$ cat config.mk
export PLATFORM = sky130hd
export DESIGN_NAME = simon_ti3_ctrl
export DESIGN_NICKNAME = d
export VERILOG_FILES = /design/src/rtl/simon_ti_pkg.sv /design/src/rtl/simon_ti3_rnd_cnt.sv /design/src/rtl/simon_ti3_ctrl.sv
export SDC_FILE = /design/constraint.sdc
export NUM_CORES = 1
export LEC_CHECK = 0
export ABC_AREA = 1
export CORE_UTILIZATION = 45
export CTS_CLUSTER_DIAMETER = 100
export DETAILED_ROUTE_END_ITERATION = 7
export GPL_ROUTABILITY_DRIVEN = 0
export PLACE_DENSITY = 0.82
export SKIP_CTS_REPAIR_TIMING = 1
export SYNTH_ARGS = -nofsm -noshare
export SYNTH_HDL_FRONTEND = slang
export SYNTH_SLANG_ARGS = --single-unit
$ cat constraint.sdc
create_clock -name clk -period 1.76 [get_ports clk]
set_input_delay 0.176 -clock clk [delete_from_list [all_inputs] [get_ports clk]]
set_output_delay 0.176 -clock clk [all_outputs]
set_load 0.005 [all_outputs]
$ cat src/rtl/simon_ti_pkg.sv
// rtl/simon_ti_pkg.sv - shared state encoding, data_rdy codes and Simon size defaults
package simon_ti_pkg;

  localparam int SIMON_P_SIZE = 128;
  localparam int SIMON_ROUNDS = 68;

  typedef enum logic [1:0] {
    ST_IDLE = 2'd0,
    ST_LOAD = 2'd1,
    ST_RUN  = 2'd2,
    ST_DONE = 2'd3
  } ctrl_state_e;

  localparam logic [1:0] DR_IDLE = 2'd0;
  localparam logic [1:0] DR_LOAD = 2'd1;
  localparam logic [1:0] DR_HOLD = 2'd2;
  localparam logic [1:0] DR_RUN  = 2'd3;

endpackage

$ cat src/rtl/simon_ti3_rnd_cnt.sv
// rtl/simon_ti3_rnd_cnt.sv - bit counter, round index and round parity for the RUN phase
module simon_ti3_rnd_cnt #(
  parameter int P_SIZE = 128,
  parameter int ROUNDS = 68,
  parameter int RN_W   = 7,
  parameter int BC_W   = 6
) (
  input  logic            clk,
  input  logic            rst,
  input  logic            en_i,
  input  logic            clr_i,
  output logic            round_end_o,
  output logic            last_round_o,
  output logic [RN_W-1:0] round_num_o,
  output logic            round_par_o
);

  localparam logic [BC_W-1:0] BC_MAX  = BC_W'(P_SIZE/2 - 1);
  localparam logic [RN_W-1:0] RN_LAST = RN_W'(ROUNDS - 1);

  logic [BC_W-1:0] bit_cnt_q, bit_cnt_d;
  logic [RN_W-1:0] round_num_q, round_num_d;
  logic            par_q, par_d;

  assign round_end_o  = (bit_cnt_q == BC_MAX);
  assign last_round_o = (round_num_q == RN_LAST);
  assign round_num_o  = round_num_q;
  assign round_par_o  = par_q;

  // The final round saturates so the index stays valid through the DONE cycle.
  always_comb begin
    bit_cnt_d   = bit_cnt_q;
    round_num_d = round_num_q;
    par_d       = par_q;
    if (clr_i) begin
      bit_cnt_d   = '0;
      round_num_d = '0;
      par_d       = 1'b0;
    end else if (en_i) begin
      if (round_end_o) begin
        bit_cnt_d = '0;
        if (!last_round_o) begin
          round_num_d = round_num_q + RN_W'(1);
          par_d       = ~par_q;
        end
      end else begin
        bit_cnt_d = bit_cnt_q + BC_W'(1);
      end
    end
  end

  always_ff @(posedge clk) begin
    if (rst) begin
      bit_cnt_q   <= '0;
      round_num_q <= '0;
      par_q       <= 1'b0;
    end else begin
      bit_cnt_q   <= bit_cnt_d;
      round_num_q <= round_num_d;
      par_q       <= par_d;
    end
  end

endmodule

$ cat src/rtl/simon_ti3_ctrl.sv
// rtl/simon_ti3_ctrl.sv - load/run sequencer for the 3-share Simon datapath; SIMON_CTRL_KEYCHK_EN enables key underflow abort
module simon_ti3_ctrl
  import simon_ti_pkg::*;
#(
  parameter int P_SIZE = SIMON_P_SIZE,
  parameter int ROUNDS = SIMON_ROUNDS,
  parameter int RN_W   = 7,
  parameter int BC_W   = 6
) (
  input  logic            clk,
  input  logic            rst,
  input  logic            start,
  input  logic            pt_valid,
  output logic            pt_ready,
  input  logic            key_valid,
  output logic            key_req,
  output logic [1:0]      data_rdy,
  output logic            round_counter,
  output logic [RN_W-1:0] round_num,
  output logic            out_valid,
  output logic            busy,
  output logic            done,
  output logic            err
);

  localparam int              LC_W    = $clog2(P_SIZE);
  localparam logic [LC_W-1:0] LC_LAST = LC_W'(P_SIZE - 1);

  ctrl_state_e     state_q, state_d;
  logic [LC_W-1:0] load_cnt_q, load_cnt_d;
  logic [1:0]      data_rdy_q, data_rdy_d;
  logic            busy_q, busy_d;
  logic            done_q, done_d;
  logic            key_abort;
  logic            round_end, last_round;

`ifdef SIMON_CTRL_KEYCHK_EN
  logic err_q;
  assign key_abort = (state_q == ST_RUN) && !key_valid;
  always_ff @(posedge clk) begin
    if (rst) err_q <= 1'b0;
    else if (key_abort) err_q <= 1'b1;
  end
  assign err = err_q;
`else
  logic unused_key_valid;
  assign unused_key_valid = key_valid;
  assign key_abort        = 1'b0;
  assign err              = 1'b0;
`endif

  simon_ti3_rnd_cnt #(
    .P_SIZE(P_SIZE), .ROUNDS(ROUNDS), .RN_W(RN_W), .BC_W(BC_W)
  ) u_rnd_cnt (
    .clk         (clk),
    .rst         (rst),
    .en_i        (state_q == ST_RUN),
    .clr_i       (state_d == ST_IDLE),
    .round_end_o (round_end),
    .last_round_o(last_round),
    .round_num_o (round_num),
    .round_par_o (round_counter)
  );

  always_comb begin
    state_d    = state_q;
    load_cnt_d = load_cnt_q;
    unique case (state_q)
      ST_IDLE: begin
        load_cnt_d = '0;
        if (start) state_d = ST_LOAD;
      end
      ST_LOAD: begin
        if (pt_valid) begin
          if (load_cnt_q == LC_LAST) begin
            load_cnt_d = '0;
            state_d    = ST_RUN;
          end else begin
            load_cnt_d = load_cnt_q + LC_W'(1);
          end
        end
      end
      ST_RUN: begin
        if (key_abort) state_d = ST_IDLE;
        else if (round_end && last_round) state_d = ST_DONE;
      end
      default: state_d = ST_IDLE;
    endcase

    unique case (state_d)
      ST_LOAD: data_rdy_d = DR_LOAD;
      ST_RUN:  data_rdy_d = DR_RUN;
      default: data_rdy_d = DR_IDLE;
    endcase
    busy_d = (state_d != ST_IDLE);
    done_d = (state_d == ST_DONE);
  end

  always_ff @(posedge clk) begin
    if (rst) begin
      state_q    <= ST_IDLE;
      load_cnt_q <= '0;
      data_rdy_q <= DR_IDLE;
      busy_q     <= 1'b0;
      done_q     <= 1'b0;
    end else begin
      state_q    <= state_d;
      load_cnt_q <= load_cnt_d;
      data_rdy_q <= data_rdy_d;
      busy_q     <= busy_d;
      done_q     <= done_d;
    end
  end

  // LOAD freezes the datapath shifters in the very cycle the share source stalls.
  assign data_rdy  = (state_q == ST_LOAD && !pt_valid) ? DR_HOLD : data_rdy_q;
  assign pt_ready  = (state_q == ST_LOAD) && pt_valid;
  assign key_req   = (state_q == ST_RUN);
  assign out_valid = (state_q == ST_RUN) && (round_num >= RN_W'(ROUNDS - 2));
  assign busy      = busy_q;
  assign done      = done_q;

endmodule

==> results of run 1 <==
## Yosys cell counts (all sizes together)
master  instances  share of area [%]
nand2          55                 16
nor2           37                 13
inv            32                8.1
dfxtp          27                 36
nand3          14                5.4
a21oi          12                4.0
ha              7                5.9
o21ai           6                2.3
nor3            4                1.7
xor2            3                1.8
a31oi           2               0.84
buf             2               0.84
nand4           2               0.84
a211oi          1               0.84
clkbuf          1               0.25
conb            1               0.25
o211ai          1               0.51
o21bai          1               0.51
o31ai           1               0.51
xnor2           1               0.59
## worst max path at each step
stage / to / slack (ns) / cells after the start / from
final: u_rnd_cnt.bit_cnt_q[1] / -0.03 / 13 / u_rnd_cnt.bit_cnt_q[1]
after global routing: u_rnd_cnt.bit_cnt_q[1] / -0.13 / 10 / load_cnt_q[5]
after CTS: out_valid / -0.25 / 7 / state_q[0]
after detailed placement: u_rnd_cnt.bit_cnt_q[5] / -0.15 / 11 / pt_valid
after global placement: u_rnd_cnt.bit_cnt_q[5] / -0.07 / 11 / pt_valid
after floorplan: u_rnd_cnt.round_num_o[5] / 0.02 / 13 / u_rnd_cnt.bit_cnt_q[0]
## cell type report
type                    instances  area, µm²
fillers                       248        931
multi-input cells             148        913
flip-flops and latches         27        556
well taps                      44       55.1
repair buffers                 57        499
inverters                      32        123
clock buffers                   4       26.3
## power groups by stage
stage,combinational (W),sequential (W),clock (W)
3_5_place_dp,0.000111,0.000638,0
5_1_grt,0.000157,0.000625,0.000301
4_1_cts,0.000112,0.000625,0.000275
3_3_place_gp,0.000108,0.000638,0
6_report,0.000145,0.000624,0.000269
2_1_floorplan,0.0000538,0.000639,0
## flip-flops by register name, summed over array words and instances, names as in the netlist
register and flops:
load_cnt_q 7, u_rnd_cnt.round_num_o 7, u_rnd_cnt.bit_cnt_q 6, data_rdy_q 2, state_q 2, busy 1, done 1, u_rnd_cnt.round_par_o 1
## per-stage QoR
step           setup WS (ns)  setup TNS [ns]
5_1_grt               -0.129          -0.986
2_1_floorplan         0.0154               0
4_1_cts               -0.249           -1.70
3_5_place_dp          -0.148           -1.18
6_report             -0.0294         -0.0370
3_3_place_gp         -0.0678          -0.322
## worst max-delay path: stages (launching register included)
cell     delay (ns)
dfxtp_2        0.38
ha_4           0.15
nand2_4        0.06
inv_4          0.07
nand2_4        0.05
nor2_4         0.11
nand2_2        0.06
nand3_2        0.06
nand2_2        0.08
ha_4           0.17
nor2_4         0.11
buf_6          0.13
o21ai_0        0.12
nor2_1         0.16
## logic make-up (layout without fill, tap and decap cells)
group | Yosys count | count (layout) | synth area share (%)
and+or+nand+nor | 112 | 112 | 36.3
buffers and inverters | 35 | 93 | 9.19
DFF | 27 | 27 | 36.4
AOI/OAI and AO/OA | 24 | 24 | 9.53
adders and majority gates | 7 | 7 | 5.90
xor gates and xnor gates | 4 | 4 | 2.36
other | 1 | 1 | 0.253
## per-layer routing
| metal | wire length, µm | up-vias |
|---|---|---|
| met2 | 1960 | 50 |
| met3 | 216 | 10 |
| met5 | 0 | - |
| li1 | - | 773 |
| met1 | 1740 | 720 |
| met4 | 77 | 0 |
==> key figures, run 1 <==
Status
  • Status: finished, violations left
  • Violated checks: setup timing

Global route
  • Global routing met1 resource utilization: 24.6%
  • Largest net degree at the start of global routing: 15
  • Global route overflow: 0
  • Vias in the first global route: roughly 1300
  • Initial antenna violation count: 0
  • Met2 usage: a little under a third
  • GR peak layer: met2
  • Met3 Use GR: 5.68%
  • First-pass GRT wire length: 5.20 mm
  • GRT Util Overall: 19.3%

Power
  • Max IR drop VDD: 0.461 mV
  • Switching share of power: ~25%
  • Post-route total power: 0.00104 W
  • Seq pwr share: 60.1%
  • Power Density: 478 nW/µm²
  • Logic gate share of total power: between 10 and 15%
  • Leak Pwr: between 0.9 and 1 nW
  • Int Pwr: 0.000779 W
  • Clock share of power: a little over a quarter
  • Net load switching power: about 0.00026 W

Timing
  • Fmax: 559 MHz
  • Setup slack after layout: -0.0294 ns
  • Minimum clock period: about 1.8 ns
  • Unrepaired setup endpoints after global routing: true
  • Setup Viol. Count Final: 2
  • Final hold violation count: 0
  • Fin. max-slew vios: 0
  • Worst Skew: 0.00752 ns
  • Final Cycle Share: 102%
  • WHS: 0.517 ns

Critical path
  • Worst r2r dst: u_rnd_cnt.bit_cnt_q[1]
  • FF-to-FF path depth: 13
  • Crit path capture type: register
  • Reg2Reg Launch Point: u_rnd_cnt.bit_cnt_q[1]
  • Flop2flop setup slack: -0.03 ns
  • Worst path required time: 2.02 ns
  • Crit path launch type: register
  • CP arrival: about 2 ns
  • CP max FO: 5
  • Crit Path Class: register to register

Drt
  • First-pass DRT Iterations: 5
  • Avg WL per Cell: roughly 13 µm
  • Via density: 4.98
  • Vias: 1553
  • Drt total wl: 3.99 mm
  • Initial DRC count: 89
  • DRC: 0
  • ANT nets after route: 0

Place
  • DP Area: 1940 µm²
  • Post-DP HPWL: roughly 2.4 mm
  • IO buf count: 18
  • Placed instance count: 299

Die
  • Die boundary width: 59.4 µm
  • Die Height: 59.4 µm
  • Initial Util: 47.8%
  • Row count: 20
  • Die area: 3530 µm²
  • Io pins: 21
  • Core Area: 3100 µm²

Hold path
  • Hold Path Class: register to register
  • Hold Crit Depth: 2
  • Hold Path Sink: u_rnd_cnt.round_par_o
  • Worst Min Path Start: u_rnd_cnt.round_par_o

Synth
  • Post-Syn Instances: 210
  • Seq cells post-synth: 27
  • YS warnings: 0
  • Cell area after synthesis: 1480 µm²
  • Synth unique cells: 31
  • Syn Nets: 222
  • Mean Syn Cell Area: between 7 and 8 µm²
  • Register area share after synthesis: 36.4%

Layout
  • Cell area after layout: ~2200 µm²
  • P&R area growth vs syn: 46.4%
  • Final Util: 70.0%
  • Most frequent cells in the layout: 46 x nand2_1, 34 x buf_4, 27 x nor2_1
  • Share of layout cells above drive strength 1: 32.8%
  • Ant diodes: 0
  • Commonest non-fill, non-tap cell in the layout: nand2_1
  • Fin nets: about 280
  • Final cell count without fillers: ~310

Clock tree
  • H-tree Lvls: 1
  • CTS max path bufs: 2
  • Total CTS buffers: 3
  • Worst-path clk slew: 0.14 ns
  • Sink Count: 27
  • CTS tree: yes
  • CTS root buffer: clkbuf_4
  • Clk_lat worst skew: ~0.33 ns

Flow run
  • Max Cap Viol: 0
(Power assumes the default switching activity.)
==> inputs of run 2 (changes only) <==
--- a/config.mk
+++ b/config.mk
@@ -5,12 +5,11 @@
 export SDC_FILE = /design/constraint.sdc
 export NUM_CORES = 1
 export LEC_CHECK = 0
-export ABC_AREA = 1
 export CORE_UTILIZATION = 45
 export CTS_CLUSTER_DIAMETER = 100
 export DETAILED_ROUTE_END_ITERATION = 7
 export GPL_ROUTABILITY_DRIVEN = 0
-export PLACE_DENSITY = 0.82
+export PLACE_DENSITY = 0.83
 export SKIP_CTS_REPAIR_TIMING = 1
 export SYNTH_ARGS = -nofsm -noshare
 export SYNTH_HDL_FRONTEND = slang
==> constraint.sdc (replaced) <==
create_clock -name clk -period 1.76 [get_ports clk]
set_input_delay 0.352 -clock clk [delete_from_list [all_inputs] [get_ports clk]]
set_output_delay 0.352 -clock clk [all_outputs]
set_load 0.005 [all_outputs]
==> run 2 against run 1 <==
Non-clock buffer count is 3 higher. Synthesized cell count is 26% lower. First-iteration DRC count is 60% lower. Maximum frequency is 6.1% lower. Die area is 9.6% lower. Sequential power is 0.8% lower. Clock-buffer cell count stayed put. Critical path type unchanged. Cell count is 21% lower. Sequential cell count stayed put. The flow still finishes with violations (setup timing). Clock skew is 0.0062 ns higher. Critical path depth is 5 lower. Largest cell class unchanged. Clock power is 5% higher.
==> key figures, run 2 <==
Status
  • Status: finished, violations left (unchanged)
  • Violated checks: setup timing (unchanged)

Critical path
  • CP arrival: 2.20 ns (was 2.05 ns)
  • Worst path required time: 2.05 ns (was 2.02 ns)
  • Crit path capture type: register (unchanged)
  • Crit path launch type: register (unchanged)
  • CP max FO: 6 (was 5)
  • FF-to-FF path depth: 8 (was 13)
  • Crit Path Class: register to register (unchanged)

Drt
  • ANT nets after route: 0 (unchanged)
  • Vias: 1411 (was 1553)
  • Drt total wl: 3.92 mm (was 3.99 mm)
  • DRC: 0 (unchanged)
  • First-pass DRT Iterations: 4 (was 5)
  • Via density: 5.74 (was 4.98)
  • Avg WL per Cell: 15.9 µm (was 12.8 µm)
  • Initial DRC count: 36 (was 89)

Die
  • Initial Util: 48.0% (was 47.8%)
  • Die area: 3190 µm² (was 3530 µm²)
  • Row count: 19 (was 20)
  • Io pins: 21 (unchanged)
  • Die boundary width: 56.5 µm (was 59.4 µm)
  • Die Height: 56.5 µm (was 59.4 µm)
  • Core Area: 2780 µm² (was 3100 µm²)

Power
  • Power Density: 489 nW/µm² (was 478 nW/µm²)
  • Max IR drop VDD: 0.433 mV (was 0.461 mV)
  • Post-route total power: 0.00101 W (was 0.00104 W)
  • Clock share of power: 28.0% (was 26.0%)
  • Switching share of power: 24.6% (was 24.9%)
  • Leak Pwr: 0.895 nW (was 0.992 nW)
  • Int Pwr: 0.000759 W (was 0.000779 W)
  • Seq pwr share: 61.6% (was 60.1%)
  • Logic gate share of total power: 10.4% (was 14.0%)
  • Net load switching power: 0.000248 W (was 0.000259 W)

Place
  • Placed instance count: 236 (was 299)
  • IO buf count: 18 (unchanged)
  • Post-DP HPWL: 2.48 mm (was 2.40 mm)

Global route
  • Largest net degree at the start of global routing: 15 (unchanged)
  • GRT Util Overall: 22.1% (was 19.3%)
  • First-pass GRT wire length: 5.51 mm (was 5.20 mm)
  • Vias in the first global route: 1316 (was 1302)
  • Initial antenna violation count: 0 (unchanged)
  • Global route overflow: 0 (unchanged)

Layout
  • Commonest non-fill, non-tap cell in the layout: buf_4 (was nand2_1)
  • Final Util: 74.0% (was 70.0%)
  • P&R area growth vs syn: 53.9% (was 46.4%)
  • Ant diodes: 0 (unchanged)
  • Most frequent cells in the layout: 38 x buf_4, 16 x dfxtp_1, 12 x nand2_1, 12 x clkdlybuf4s50_1, 11 x nor2_1 (was 46 x nand2_1, 34 x buf_4, 27 x nor2_1)
  • Final cell count without fillers: 246 (was 312)
  • Fin nets: 228 (was 281)
  • Share of layout cells above drive strength 1: 39.5% (was 32.8%)
  • Layout fillers: 178 (was 248)

Synth
  • Area fraction of the dominant cell type after synthesis: 40.4% (was 36.4%)
  • Ys async rst share: 0% (unchanged)
  • Cell area after synthesis: 1340 µm² (was 1480 µm²)
  • Register area share after synthesis: 40.4% (was 36.4%)
  • Syn Nets: 167 (was 222)
  • Seq cells post-synth: 27 (unchanged)
  • Post-Syn Instances: 155 (was 210)
  • EDFF count, synth: 0 (unchanged)
  • Top cells by area, synth: dfxtp_1 40%, ha_1 6.6%, nor2_1 5.3% (was dfxtp_1 36%, nand2_1 12%, nor2_1 7.6%)
  • Mean Syn Cell Area: 8.62 µm² (was 7.07 µm²)
  • Top_reg_cell synth: dfxtp_1 (unchanged)
  • Count leader, synth: dfxtp_1 (was nand2_1)
  • Top cells by count, synth: 27 x dfxtp_1, 19 x nor2_1, 13 x nand2_1, 12 x a21oi_1 (was 49 x nand2_1, 30 x nor2_1, 28 x inv_1, 27 x dfxtp_1)
  • Leading area contributor after synthesis: dfxtp_1 (unchanged)
  • Synth unique cells: 40 (was 31)
  • YS warnings: 0 (unchanged)

Clock tree
  • Sink Count: 27 (unchanged)
  • Total CTS buffers: 3 (unchanged)
  • CTS tree: yes (unchanged)
  • CTS root buffer: clkbuf_4 (unchanged)
  • Clk_lat worst skew: 0.35 ns (was 0.33 ns)
  • Worst-path clk slew: 0.15 ns (was 0.14 ns)
  • CTS max path bufs: 2 (unchanged)
  • H-tree Lvls: 1 (unchanged)

Timing
  • Final Cycle Share: 108% (was 102%)
  • Minimum clock period: 1.90 ns (was 1.79 ns)
  • WHS: 0.543 ns (was 0.517 ns)
  • Setup Viol. Count Final: 13 (was 2)
  • Fin. max-slew vios: 0 (unchanged)
  • Worst Skew: 0.0137 ns (was 0.00752 ns)
  • Final hold violation count: 0 (unchanged)
  • Fmax: 525 MHz (was 559 MHz)
  • Setup slack after layout: -0.145 ns (was -0.0294 ns)
  • Unrepaired setup endpoints after global routing: true (unchanged)

Hold path
  • Hold Crit Depth: 5 (was 2)
  • Hold Path Class: input port to register (was register to register)

Flow run
  • Max Cap Viol: 0 (unchanged)
## run 2: cell types whose count changed in the layout (fill, tap and decap cells not counted), moves of 4 or more
cell,delta
nand2_2,-4
nand2_4,-4
nand2_1,-34
buf_4,+4
nor2_1,-16
inv_1,-20
inv_2,-4
xnor2_1,+4
## run 2: power by group through the flow
stage / Clock [W] / Sequential, W / Combinational [W]
floorplan: 0 / 0.000635 / 0.0000421
global placement: 0 / 0.000635 / 0.0000763
detailed placement: 0 / 0.000635 / 0.0000794
CTS: 0.000283 / 0.000622 / 0.0000799
global route: 0.000319 / 0.000620 / 0.000112
finish: 0.000282 / 0.000619 / 0.000105
## run 2: path summary, 6_finish.rpt
check                                              end                     start  slack [ns]
worst max-delay path            u_rnd_cnt.bit_cnt_q[3]  u_rnd_cnt.round_num_o[4]       -0.14
worst min-delay path                     load_cnt_q[2]                  pt_valid        0.54
worst max register to register  u_rnd_cnt.bit_cnt_q[3]  u_rnd_cnt.round_num_o[4]       -0.14
worst min register to register           load_cnt_q[2]             load_cnt_q[2]        0.56
## run 2: metrics by stage
stage | setup TNS, ns | area [µm²] | setup slack [ns]
after floorplan | -0.983 | 1390 | -0.119
after global placement | -3.27 | 1850 | -0.270
after detailed placement | -4.62 | 1850 | -0.343
after CTS | -1.35 | 1870 | -0.329
after global routing | -1.61 | 2060 | -0.211
final | -0.793 | 2060 | -0.145
## run 2: logic make-up (layout without fill, tap and decap cells)
group,Yosys count,after routing,synth area share (%)
simple gates,69,69,27.7
compound gates,30,30,15.4
flops,27,27,40.4
buf+inv,12,72,3.65
xor+xnor,8,8,5.24
fa+ha+maj,7,7,6.55
other cells,1,1,0.281
mux,1,1,0.749
## run 2: metal layers
layer	GRT usage (%)	vias up	wire, µm
li1	-	660	-
met1	26.8	689	1620
met2	37.6	49	1930
met3	2.53	13	193
met4	12.5	0	175
met5	0	-	0
## run 2: area by class of cell
cell class / count / area [µm²] / area share, %
multi-input combinational: 116 / 878 / 42.7
inverter: 8 / 32.5 / 1.58
sequential: 27 / 559 / 27.2
clock buffer: 4 / 26.3 / 1.28
tap: 31 / 38.8 / 1.89
timing repair buffer: 60 / 522 / 25.4
## run 2: worst max-delay path, cell delays in order (launching register included)
cell and delay [ns]:
dfxtp_2 0.36, nor4_4 0.33, nand3_1 0.13, o32a_1 0.22, ha_2 0.17, or2_4 0.30
inv_4 0.08, buf_6 0.09, and3_4 0.16
